## config.mk

```make
export PLATFORM = sky130hd
export DESIGN_NAME = mul_seq_nbit_flat
export DESIGN_NICKNAME = d
export VERILOG_FILES = /design/src/rtl/mul_pkg.sv /design/src/rtl/mul_seq_nbit_if.sv /design/src/rtl/mul_acc_adder.sv /design/src/rtl/mul_seq_nbit.sv /design/src/flat_wrapper.sv
export SDC_FILE = /design/constraint.sdc
export NUM_CORES = 1
export LEC_CHECK = 0
export ABC_CLOCK_PERIOD_IN_PS = 5300
export CAP_MARGIN = 30
export CORE_MARGIN = 3
export CORE_UTILIZATION = 45
export CTS_BUF_LIST = sky130_fd_sc_hd__clkbuf_8
export CTS_CLUSTER_SIZE = 10
export DETAILED_ROUTE_END_ITERATION = 12
export PLACE_DENSITY = 0.7
export SYNTH_ARGS = -nofsm -noshare
export SYNTH_HDL_FRONTEND = slang
export SYNTH_SLANG_ARGS = --single-unit
```

## constraint.sdc

```tcl
create_clock -name clk -period 5.3 [get_ports clk]
set_clock_uncertainty 0.15 [all_clocks]
set_input_delay 1.59 -clock clk [delete_from_list [all_inputs] [get_ports clk]]
set_output_delay 1.59 -clock clk [all_outputs]
set_load 0.05 [all_outputs]
```

## src/rtl/mul_pkg.sv

```systemverilog
// mul_pkg: shared FSM state type, default operand width and counter-width helper for mul_seq_nbit
package mul_pkg;
  localparam int WIDTH_DEF = 4;
  localparam int CNT_W = $clog2(WIDTH_DEF + 1);
  typedef enum logic [1:0] {IDLE, CALC, DONE} state_t;
  function automatic int cnt_w(input int w);
    return $clog2(w + 1);
  endfunction
endpackage

```

## src/rtl/mul_seq_nbit_if.sv

```systemverilog
// mul_seq_nbit_if: multiplier handshake bundle; master drives start/A/B, slave drives busy/done/P
interface mul_seq_nbit_if #(parameter int WIDTH = mul_pkg::WIDTH_DEF);
  logic start;
  logic [WIDTH-1:0] A, B;
  logic busy, done;
  logic [2*WIDTH-1:0] P;
  modport master (output start, A, B, input busy, done, P);
  modport slave (input start, A, B, output busy, done, P);
endinterface

```

## src/rtl/mul_acc_adder.sv

```systemverilog
// mul_acc_adder: combinational WIDTH-bit ripple adder, ports a/b in, sum and carry-out co out
module mul_acc_adder #(parameter int WIDTH = 4) (
  input  logic [WIDTH-1:0] a,
  input  logic [WIDTH-1:0] b,
  output logic [WIDTH-1:0] sum,
  output logic             co
);
  logic c;
  always_comb begin
    c = 1'b0;
    sum = '0;
    for (int i = 0; i < WIDTH; i++) begin
      sum[i] = a[i] ^ b[i] ^ c;
      c = (a[i] & b[i]) | (c & (a[i] ^ b[i]));
    end
    co = c;
  end
endmodule

```

## src/rtl/mul_seq_nbit.sv

```systemverilog
// mul_seq_nbit: shift-and-add multiplier, clk/rst_n plus slave bus (start,A,B -> busy,done,P); MUL_SIGNED_EN enables two's complement
module mul_seq_nbit
  import mul_pkg::*;
#(parameter int WIDTH = WIDTH_DEF) (
  input logic          clk,
  input logic          rst_n,
  mul_seq_nbit_if.slave bus
);
  localparam int CW = cnt_w(WIDTH);
  state_t state_q, state_d;
  logic [WIDTH-1:0] mcand_q, mcand_d, hi, sum, a_in, b_in;
  logic [2*WIDTH-1:0] acc_q, acc_d, acc_nx, p_q, p_d, res;
  logic [CW-1:0] cnt_q, cnt_d;
  logic co, accept;
  assign hi = acc_q[2*WIDTH-1:WIDTH];
  mul_acc_adder #(.WIDTH(WIDTH)) u_add (.a(hi), .b(mcand_q), .sum(sum), .co(co));
  assign acc_nx = acc_q[0] ? {co, sum, acc_q[WIDTH-1:1]} : {1'b0, hi, acc_q[WIDTH-1:1]};
  assign accept = (state_q != CALC) && bus.start;
`ifdef MUL_SIGNED_EN
  logic neg_q, neg_d;
  assign a_in = bus.A[WIDTH-1] ? -bus.A : bus.A;
  assign b_in = bus.B[WIDTH-1] ? -bus.B : bus.B;
  assign neg_d = accept ? bus.A[WIDTH-1] ^ bus.B[WIDTH-1] : neg_q;
  assign res = neg_q ? -acc_nx : acc_nx;
  always_ff @(posedge clk or negedge rst_n)
    if (!rst_n) neg_q <= 1'b0;
    else neg_q <= neg_d;
`else
  assign a_in = bus.A;
  assign b_in = bus.B;
  assign res = acc_nx;
`endif
  always_comb begin
    state_d = state_q;
    mcand_d = mcand_q;
    acc_d = acc_q;
    cnt_d = cnt_q;
    p_d = p_q;
    if (state_q == CALC) begin
      acc_d = acc_nx;
      cnt_d = cnt_q + 1'b1;
      if (cnt_q == CW'(WIDTH - 1)) begin
        state_d = DONE;
        p_d = res;
      end
    end else if (accept) begin
      state_d = CALC;
      mcand_d = a_in;
      acc_d = {{WIDTH{1'b0}}, b_in};
      cnt_d = '0;
    end else begin
      state_d = IDLE;
    end
  end
  always_ff @(posedge clk or negedge rst_n)
    if (!rst_n) begin
      state_q <= IDLE;
      mcand_q <= '0;
      acc_q <= '0;
      cnt_q <= '0;
      p_q <= '0;
    end else begin
      state_q <= state_d;
      mcand_q <= mcand_d;
      acc_q <= acc_d;
      cnt_q <= cnt_d;
      p_q <= p_d;
    end
  assign bus.busy = state_q == CALC;
  assign bus.done = state_q == DONE;
  assign bus.P = p_q;
endmodule

```

## src/flat_wrapper.sv

```systemverilog
// flat-port wrapper written by rule: the top's interface ports become plain ports
module mul_seq_nbit_flat import mul_pkg::*;
#(parameter int WIDTH = WIDTH_DEF)
  (clk, rst_n, bus_start, bus_A, bus_B, bus_busy, bus_done, bus_P);
  mul_seq_nbit_if #(.WIDTH(WIDTH)) bus_i ();
  input logic clk;
  input logic rst_n;
  input wire logic [$bits(bus_i.start)-1:0] bus_start;
  input wire logic [$bits(bus_i.A)-1:0] bus_A;
  input wire logic [$bits(bus_i.B)-1:0] bus_B;
  output wire logic [$bits(bus_i.busy)-1:0] bus_busy;
  output wire logic [$bits(bus_i.done)-1:0] bus_done;
  output wire logic [$bits(bus_i.P)-1:0] bus_P;
  assign bus_i.start = bus_start;
  assign bus_i.A = bus_A;
  assign bus_i.B = bus_B;
  assign bus_busy = bus_i.busy;
  assign bus_done = bus_i.done;
  assign bus_P = bus_i.P;
  mul_seq_nbit #(.WIDTH(WIDTH)) u_core (.clk(clk), .rst_n(rst_n), .bus(bus_i));
endmodule
```

==> qor.yml <==
cts:
  cts.sinks: 25
  clk_path_buf_depth: 2
  clk_pin_slew_worst_paths_ps: 80
  cts_buffers: 3
  clock_latency_ps: 260
  post_cts_buffers: 0
  cts_root_buffer: "clkbuf_8"
  htreeDepth: 1
  cts_resized: 0
  cts_hold_buffers: 0
  tritoncts: "yes"
logic_synthesis:
  syn_area_per_cell_um2: 12.2
  synth_area_mm2: 0.00113
  yosys_register_bits: 25
  yosysWarnings: 0
  synthCells: 93
  ys_types: 21
  synth_nets: 110
  ys_seq_area_frac: 0.552
job:
  drv_cap: 0
worst_setup_path:
  crit_chain: "nand2b_2 > inv_2 > clkdlybuf4s50_1"
  crit_buf_inv: 2
  path_delay_family: "buffers and inverters"
  slowest_stage: "clkdlybuf4s50_1"
  worstPathRequired_ps: 3560
  critical_path.max_stage_delay_ps: 830
  cp_max_fo: 13
  end_kind: "output pin"
  critPathLaunchType: "flip-flop"
  path_class: "flip-flop to output pin"
  critPathArrivalTime_ps: 1970
status:
  status: "finished clean"
floorplan:
  coreArea_mm2: 0.00230
  initial_core_util: 0.493
  num_rows: 17
  fp.dieW_um: 56.2
  pin_count: 21
  die_h_um: 56.2
  dieArea_mm2: 0.00316
global_routing:
  track_usage: 0.144
  grt_antenna_before_repair: 0
  grt_max_degree: 18
  overflow: 0
  grt_pass1_vias: 778
  grt_pass1_wl_um: 3500
drt:
  postRouteAntennaNets: 0
  drt_iter0_markers: 12
  avgViaCountPerCell: 5.18
  firstDrtPassIters: 4
  drc: 0
  wirelength_um: 1970
  wl_per_cell_um: 13.9
  num_vias: 731
sta:
  drv_slew: 0
  period_minus_slack_ps: 3710
  tightest_slew_ps: 548
  hold_viol: 0
  fin_crit_sh: 0.701
  setup_tns_ps: 0
  setup_viol: 0
  rsz0062_at_grt: "false"
  slew_headroom: 0.634
  max_freq_mhz: 269
pwr:
  peakVddDrop_uv: 392
  power_density_mw_per_mm2: 604
  power_w: 0.000851
  cellLeakagePower_nw: 0.631
cells_and_area:
  post-route-util: 0.613
  area_growth_syn_to_layout_pct: 24.2
  fin_nets: 131
  diodes: 0
  drive_above_1_share: 0.133
min_path:
  hp-class: "flip-flop to flip-flop"
place:
  dp_hpwl_um: 1510
  gp_congestion: 0.835
  io_buffers: 20
## sequential cells by signal, summed over array words and instances, names as in the netlist
signal,count
u_core.bus.P,8
u_core.state_q,2
u_core.acc_q,8
u_core.cnt_q,3
u_core.mcand_q,4
## final cells by class
cell class | count | area (µm²)
well taps | 28 | 35.0
clock buffers | 3 | 41.3
flip-flops and latches | 25 | 626
clock inverters | 1 | 3.75
repair buffers | 21 | 228
multi-input cells | 60 | 463
inverters | 3 | 11.3
fillers | 198 | 890
## worst min-delay path, cell delays in order, from the launching register on
cell and delay (ps):
dfrtp_1 350, nand2_1 50, o21ai_1 60
## cell families after synthesis
| logic type | synth area share |
|---|---|
| muxes | 0.141 |
| AOI/OAI and AO/OA | 0.0684 |
| adders and majority gates | 0.0861 |
| DFF | 0.552 |
| and+or+nand+nor | 0.113 |
| buffers and inverters | 0.0397 |
## cells in the mapped netlist, drive strengths merged
master / n / area, µm²
inv: 3 / 11.3
mux2: 8 / 90.1
nand2b: 1 / 8.76
nor2b: 2 / 12.5
buf: 5 / 33.8
or3: 1 / 6.26
nand3b: 6 / 45.0
fa: 3 / 60.1
mux2i: 7 / 70.1
nand2: 12 / 47.6
ha: 3 / 37.5
a21oi: 1 / 5.00
o21ai: 13 / 65.1
nor2: 2 / 7.51
dfrtp: 25 / 626
a211oi: 1 / 7.51
## report_power, final
part / total, W / switching [W] / internal, W
clock: 0.000109 / 0.0000572 / 0.0000518
sequential: 0.000335 / 0.0000602 / 0.000275
combinational: 0.000406 / 0.000242 / 0.000164
## layout by cell type (no fill, tap or decap)
cell type and count:
nor2_1 2, clkbuf_8 3, nand2b_2 1, a211oi_1 1
inv_1 3, o21ai_0 7, nand3b_1 6, nand2_1 11
nor2b_1 2, clkdlybuf4s50_1 20, mux2i_1 7, mux2_2 8
or3_1 1, nand2_2 1, dfrtp_1 25, inv_2 1
ha_1 3, buf_16 1, fa_1 3, a21oi_1 1
o21ai_1 6
## layer usage
layer  global-route usage  share of wire
met3               0.0418          0.053
met2                0.232           0.48
met4               0.0712          0.020
met5                    0              0
met1                0.176           0.44
## metrics by stage
stage	instance area (µm²)	hold slack [ps]	cells	setup slack, ps
2_1_floorplan	1130	310	93	2470
6_report	1410	340	141	1590
5_1_grt	1410	388	141	1480
3_5_place_dp	1360	325	137	1870
4_1_cts	1410	345	141	1570
3_3_place_gp	1340	317	136	1910
## worst paths after layout
kind,cells after the start,slack (ps),startpoint,to
min in group asynchronous,1,1500,rst_n,u_core.bus.P[6]
max in group asynchronous,2,3050,rst_n,u_core.state_q[1]
max reg2reg,6,2920,u_core.acc_q[4],u_core.acc_q[6]
min,2,340,u_core.bus.P[5],u_core.bus.P[5]
max,3,1590,u_core.state_q[1],bus_busy
min reg2reg,2,340,u_core.bus.P[5],u_core.bus.P[5]
No activity file was read; power rests on OpenSTA's default activity.
